===== src/rtl/ddr2_pkg.sv =====
// Shared definitions for the DDR2 subsystem port bridge: FSM encodings,
// arbitration grant type and Avalon addressing constants.
package ddr2_pkg;

  localparam logic [2:0] S_IDLE     = 3'd0;
  localparam logic [2:0] S_WR_ISSUE = 3'd1;
  localparam logic [2:0] S_WR_ACK   = 3'd2;
  localparam logic [2:0] S_RD_ISSUE = 3'd3;
  localparam logic [2:0] S_RD_WAIT  = 3'd4;
  localparam logic [2:0] S_RD_ACK   = 3'd5;

  typedef enum logic {
    GRANT_WRITE = 1'b0,
    GRANT_READ  = 1'b1
  } grant_e;

  localparam logic [31:0] TIMEOUT_DATA_DEF = 32'hDEAD_BEEF;

  // Byte address to 32-bit word address
  localparam int ADDR_SHIFT = 2;

endpackage


===== src/rtl/ddr2_port_bridge.sv =====
// Terminates the frame buffer's single-word write/read ports and turns each
// accepted request into one Avalon-MM transaction on the DDR2 local port.
module ddr2_port_bridge
  import ddr2_pkg::*;
#(
  parameter int                DATA_W       = 32,
  parameter int                ADDR_W       = 32,
  parameter int                AVM_ADDR_W   = 25,
  parameter int                RD_TIMEOUT   = 255,
  parameter logic [DATA_W-1:0] TIMEOUT_DATA = TIMEOUT_DATA_DEF
) (
  input  logic                  ctrl_clk,
  input  logic                  reset_n,
  input  logic [ADDR_W-1:0]     write_addr,
  input  logic [DATA_W-1:0]     write_iData,
  input  logic                  write,
  output logic                  write_waitrequest,
  input  logic [ADDR_W-1:0]     read_addr,
  input  logic                  read,
  output logic [DATA_W-1:0]     oData,
  output logic                  read_waitrequest,
  output logic [AVM_ADDR_W-1:0] avm_address,
  output logic                  avm_write,
  output logic [DATA_W-1:0]     avm_writedata,
  output logic [DATA_W/8-1:0]   avm_byteenable,
  output logic                  avm_read,
  input  logic [DATA_W-1:0]     avm_readdata,
  input  logic                  avm_readdatavalid,
  input  logic                  avm_waitrequest,
  output logic                  err_timeout,
  output logic                  err_stray,
  output logic [15:0]           wr_count,
  output logic [15:0]           rd_count
);

  localparam int              TO_W    = $clog2(RD_TIMEOUT + 1);
  localparam logic [TO_W-1:0] TO_LAST = TO_W'(RD_TIMEOUT - 1);
  localparam logic [TO_W-1:0] TO_ONE  = TO_W'(1);

  logic [2:0]      state_r;
  grant_e          last_grant_r;
  logic [TO_W-1:0] to_cnt_r;
  logic            unused_addr_bits_s;

  assign avm_byteenable = {(DATA_W/8){1'b1}};

  // Sub-word and above-range address bits carry no meaning for the controller
  assign unused_addr_bits_s = ^{write_addr[ADDR_SHIFT-1:0], read_addr[ADDR_SHIFT-1:0],
                                write_addr[ADDR_W-1:AVM_ADDR_W+ADDR_SHIFT],
                                read_addr[ADDR_W-1:AVM_ADDR_W+ADDR_SHIFT]};

  // Request arbitration, Avalon sequencing, read timeout and status counters
  always_ff @(posedge ctrl_clk) begin
    if (!reset_n) begin
      state_r           <= S_IDLE;
      last_grant_r      <= GRANT_READ;
      to_cnt_r          <= '0;
      write_waitrequest <= 1'b1;
      read_waitrequest  <= 1'b1;
      avm_write         <= 1'b0;
      avm_read          <= 1'b0;
      avm_address       <= '0;
      avm_writedata     <= '0;
      oData             <= '0;
      err_timeout       <= 1'b0;
      err_stray         <= 1'b0;
      wr_count          <= 16'd0;
      rd_count          <= 16'd0;
    end else begin
      // Read data arriving while no read is waiting is discarded and flagged
      if (avm_readdatavalid && (state_r != S_RD_WAIT)) begin
        err_stray <= 1'b1;
      end

      case (state_r)
        S_IDLE: begin
          if (write && (!read || (last_grant_r == GRANT_READ))) begin
            state_r       <= S_WR_ISSUE;
            last_grant_r  <= GRANT_WRITE;
            avm_write     <= 1'b1;
            avm_address   <= write_addr[AVM_ADDR_W+ADDR_SHIFT-1:ADDR_SHIFT];
            avm_writedata <= write_iData;
          end else if (read) begin
            state_r      <= S_RD_ISSUE;
            last_grant_r <= GRANT_READ;
            avm_read     <= 1'b1;
            avm_address  <= read_addr[AVM_ADDR_W+ADDR_SHIFT-1:ADDR_SHIFT];
          end
        end
        S_WR_ISSUE: begin
          if (!avm_waitrequest) begin
            state_r           <= S_WR_ACK;
            avm_write         <= 1'b0;
            write_waitrequest <= 1'b0;
          end
        end
        S_WR_ACK: begin
          state_r           <= S_IDLE;
          write_waitrequest <= 1'b1;
          wr_count          <= wr_count + 16'd1;
        end
        S_RD_ISSUE: begin
          if (!avm_waitrequest) begin
            state_r  <= S_RD_WAIT;
            avm_read <= 1'b0;
            to_cnt_r <= '0;
          end
        end
        S_RD_WAIT: begin
          if (avm_readdatavalid) begin
            state_r          <= S_RD_ACK;
            oData            <= avm_readdata;
            read_waitrequest <= 1'b0;
          end else if (to_cnt_r == TO_LAST) begin
            state_r          <= S_RD_ACK;
            oData            <= TIMEOUT_DATA;
            err_timeout      <= 1'b1;
            read_waitrequest <= 1'b0;
          end else begin
            to_cnt_r <= to_cnt_r + TO_ONE;
          end
        end
        S_RD_ACK: begin
          state_r          <= S_IDLE;
          read_waitrequest <= 1'b1;
          rd_count         <= rd_count + 16'd1;
        end
        default: begin
          state_r           <= S_IDLE;
          write_waitrequest <= 1'b1;
          read_waitrequest  <= 1'b1;
          avm_write         <= 1'b0;
          avm_read          <= 1'b0;
        end
      endcase
    end
  end

endmodule


===== config.mk =====
export PLATFORM = sky130hd
export DESIGN_NAME = ddr2_port_bridge
export DESIGN_NICKNAME = d
export VERILOG_FILES = /design/src/rtl/ddr2_pkg.sv /design/src/rtl/ddr2_port_bridge.sv
export SDC_FILE = /design/constraint.sdc
export NUM_CORES = 1
export LEC_CHECK = 0
export ABC_CLOCK_PERIOD_IN_PS = 4300
export BUFFER_PORTS_ARGS = -buffer_cell sky130_fd_sc_hd__buf_2
export CAP_MARGIN = 20
export CORE_AREA = 4 4 119 121
export CTS_CLUSTER_SIZE = 20
export DETAILED_ROUTE_END_ITERATION = 6
export DIE_AREA = 0 0 123 125
export PLACE_DENSITY_LB_ADDON = 0.08
export SETUP_SLACK_MARGIN = 0.1
export SLEW_MARGIN = 20
export SYNTH_ARGS = -nofsm -noshare
export SYNTH_HDL_FRONTEND = slang
export SYNTH_SLANG_ARGS = --single-unit

===== constraint.sdc =====
create_clock -name ctrl_clk -period 4.3 [get_ports ctrl_clk]
set_clock_uncertainty 0.1 [all_clocks]
set_input_delay 1.075 -clock ctrl_clk [delete_from_list [all_inputs] [get_ports ctrl_clk]]
set_output_delay 1.075 -clock ctrl_clk [all_outputs]
set_load 0.005 [all_outputs]

==> impl_summary.log <==
INFO  metric outcome = completed
INFO  metric antenna_found_initial = 0
INFO  metric timing.max_slew.rel_slack = between 30% and 40%
INFO  metric cts-htree-levels = 4
INFO  metric clk_root_buffer_cell = sky130_fd_sc_hd__clkbuf_16
INFO  metric initialDrtViolationCount = between 400 and 500
INFO  metric yosysSeqAreaShare = ~50%
INFO  metric vias_per_cell = between 5 and 6
INFO  metric vias_in_the_first_global_route = approximately 5400
INFO  metric finalWeightedCongestion = 0.791
INFO  metric io_pins = ~270
INFO  metric commonest_cells_after_routing_fill_and_taps_aside = sky130_fd_sc_hd__buf_2, sky130_fd_sc_hd__dfxtp_1, sky130_fd_sc_hd__nand2_1, sky130_fd_sc_hd__nor2_1, sky130_fd_sc_hd__a21oi_1
INFO  metric setup.worst_path.end_class = flip-flop
INFO  metric powerDensity = 512 nW/um^2
INFO  metric p_comb_share = about a fifth
INFO  metric core.rowCount = 42
INFO  metric multi_input_comb_area = between 2000 and 3000 um^2
INFO  metric detailed_place_hpwl = approximately 12000 um
INFO  metric pwr-share-seq = 40.6%
INFO  metric clock.fmax = between 400 and 500 MHz
INFO  metric net-switching-power = about 1100 uW
INFO  metric crit_slowest_cell = sky130_fd_sc_hd__nand2_1
INFO  metric placed_cells_incl_taps = about 1000
INFO  metric fp.dieArea = about 15000 um^2
INFO  metric drc_errors = 0
INFO  metric drt_first_pass_iters = 4
INFO  metric synthesis.area_per_instance = 8.70 um^2
INFO  metric worst-slew-pin-transition = roughly 0.95 ns
INFO  metric finalPower = ~3900 uW
INFO  metric chipHeight = 125 um
INFO  metric synth_edf_count = 0
INFO  metric ctsHoldBuffers = 0
INFO  metric num_antenna_cells = 0
INFO  metric nets = 1010
INFO  metric yosysUniqueCellTypes = 55
INFO  metric cp_slowest_stage_delay = between 0.6 and 0.7 ns
INFO  metric final_common_cell = sky130_fd_sc_hd__buf_2
INFO  metric max-vdd-ir-drop = roughly 0.29 mV
INFO  metric postSynthRegisterBits = 139
INFO  metric routed_wl = around 16000 um
INFO  metric layoutNonFillerInstCount = 1060
INFO  metric cp-start-kind = input port
INFO  metric min_period = around 2.5 ns
INFO  metric cts_repair_resize_count = 0
INFO  metric ys_dominant_reg_cell = sky130_fd_sc_hd__dfxtp_1
INFO  metric tritoncts_num_sinks = 139
INFO  metric final.fill_count = between 1000 and 1500
INFO  metric grt_setup_unrepaired = no
INFO  metric post-route-util = just under 60%
INFO  metric cts_buffer_depth = 2
INFO  metric buffer_ports.inserted = between 200 and 250
INFO  metric regArea = between 2000 and 3000 um^2
INFO  metric first_pass_grt_wire_length = around 26000 um
INFO  metric post_cts.repair.setup_buffers = 0
INFO  metric ys_async_sr_fraction = 0%
INFO  metric critPathArrivalTime = ~2.6 ns
INFO  metric swShare = 27.6%
INFO  metric grt_max_degree = 59
INFO  metric clk_pin_slew_worst_paths = approximately 0.060 ns
INFO  metric critical_path_class = in -> reg
INFO  metric clock_latency = between 0.4 and 0.5 ns
INFO  metric power.share.clock = between 30 and 40%
INFO  metric setup_viol = 0
INFO  metric hold_violations_final = 0
INFO  metric routed-via-count = around 5500
INFO  metric yosysWarnings = 0
INFO  metric die_w = 123 um
INFO  metric hold_class = reg -> reg
INFO  metric core = between 10000 and 15000 um^2
INFO  metric timing.final.max_slew_violations = 0
INFO  metric path_max_fanout = 30
INFO  metric fin_tns_setup = 0 ns
INFO  metric grtUsageTotal = 20.5%
INFO  metric tritoncts = done
INFO  metric post_synth_instance_area = between 5000 and 6000 um^2
INFO  metric globalRouteOverflowTotal = 0
INFO  metric intPower = between 2000 and 3000 uW
INFO  metric post_synth_inst_count = approximately 650
INFO  metric cts_buffers = 17
INFO  metric min_period_over_period = between 50 and 60%
INFO  metric path_cells = buf_2 > buf_4 > nand2_1 > o211ai_1 > mux2i_1
INFO  metric reported_leakage_power = roughly 0.0034 uW
INFO  metric initial_utilization = ~43%
INFO  metric critical_path_required = about 4.5 ns
INFO  metric post_route_cells_drive_above_1_share = roughly a third
INFO  metric avgRoutedWirePerCell = between 15 and 20 um
INFO  metric maxCapViolations = 0
INFO  metric synthToLayoutAreaGrowth = 34.1%
INFO  metric antenna_violating_nets_post_route = 0
[cell usage after synthesis (all sizes together) (5+ instances only)]
master | number | area share, %
a21oi | 48 | 4.3
a311oi | 25 | 3.9
a31oi | 5 | 0.56
and3 | 8 | 0.89
buf | 19 | 1.9
clkbuf | 34 | 2.3
dfxtp | 139 | 49
mux2i | 6 | 1.1
nand2 | 127 | 8.5
nand2b | 5 | 0.56
nand3 | 44 | 4.1
nand4 | 15 | 1.7
nor2 | 54 | 3.6
nor3 | 5 | 0.53
o21ai | 16 | 1.4
o221a | 24 | 4.8
o22ai | 9 | 1.0
or3 | 6 | 0.67
xnor2 | 6 | 0.93
xor2 | 13 | 2.0
[power groups by stage]
stage | logic (uW) | registers (uW) | clock network (uW)
2_1_floorplan | 472 | 1590 | 0
3_3_place_gp | 760 | 1590 | 0
3_5_place_dp | 784 | 1600 | 0
4_1_cts | 786 | 1570 | 1550
5_1_grt | 873 | 1600 | 1610
6_report | 775 | 1570 | 1520
[cell type report]
type | instances | area share [%]
tap | 176 | 2.91
clock buffer | 23 | 6.32
multi-input combinational | 455 | 34.7
clock inverter | 8 | 1.85
sequential | 139 | 36.8
timing repair buffer | 255 | 17.2
inverter | 4 | 0.199
[metrics by stage]
step / setup slack, ns / cell area [um^2] / hold slack (ns)
6_report: 1.85 / 7560 / 0.349
5_1_grt: 1.69 / 7560 / 0.370
4_1_cts: 1.88 / 7560 / 0.352
3_5_place_dp: 1.43 / 6940 / 0.345
3_3_place_gp: 1.47 / 6940 / 0.337
2_1_floorplan: 2.05 / 5650 / 0.339
[worst max-delay path: cells and delay by family]
family	cells	cell delay [ns]
muxes	1	0.10
AOI/OAI and AO/OA	1	0.41
buffers and inverters	2	0.41
and+or+nand+nor	1	0.63
[per-layer routing]
layer	GRT usage (%)	up-vias	part of all wire (%)
met2	35.1	154	51
met1	24.0	2614	40
met4	8.27	0	2.2
met5	0	-	0
met3	5.65	27	6.4
li1	-	2752	-
[kinds of logic after synthesis]
logic type	Yosys count	share of synthesized area [%]
other	1	0.0665
AOI/OAI and AO/OA	141	18.0
buffers and inverters	57	4.42
xor gates and xnor gates	19	2.95
DFF	139	49.4
muxes	6	1.07
adders and majority gates	4	0.888
and+or+nand+nor	281	23.2
[worst paths after layout]
kind / from / end / slack (ns) / cells after the start
max reg2reg: state_r[2] / avm_address[15] / 1.89 / 5
min: avm_writedata[2] / avm_writedata[2] / 0.35 / 2
max: write / state_r[1] / 1.85 / 5
min reg2reg: avm_writedata[2] / avm_writedata[2] / 0.35 / 2
[registers in the layout (all words and copies together) (netlist names)]
signal and count:
oData 32, err_stray 1, avm_writedata 32, to_cnt_r 8
rd_count 16, avm_write 1, avm_read 1, avm_address 25
last_grant_r 1, err_timeout 1, write_waitrequest 1, state_r 3
wr_count 16, read_waitrequest 1
Note: power is estimated with default switching activity, not from simulation.
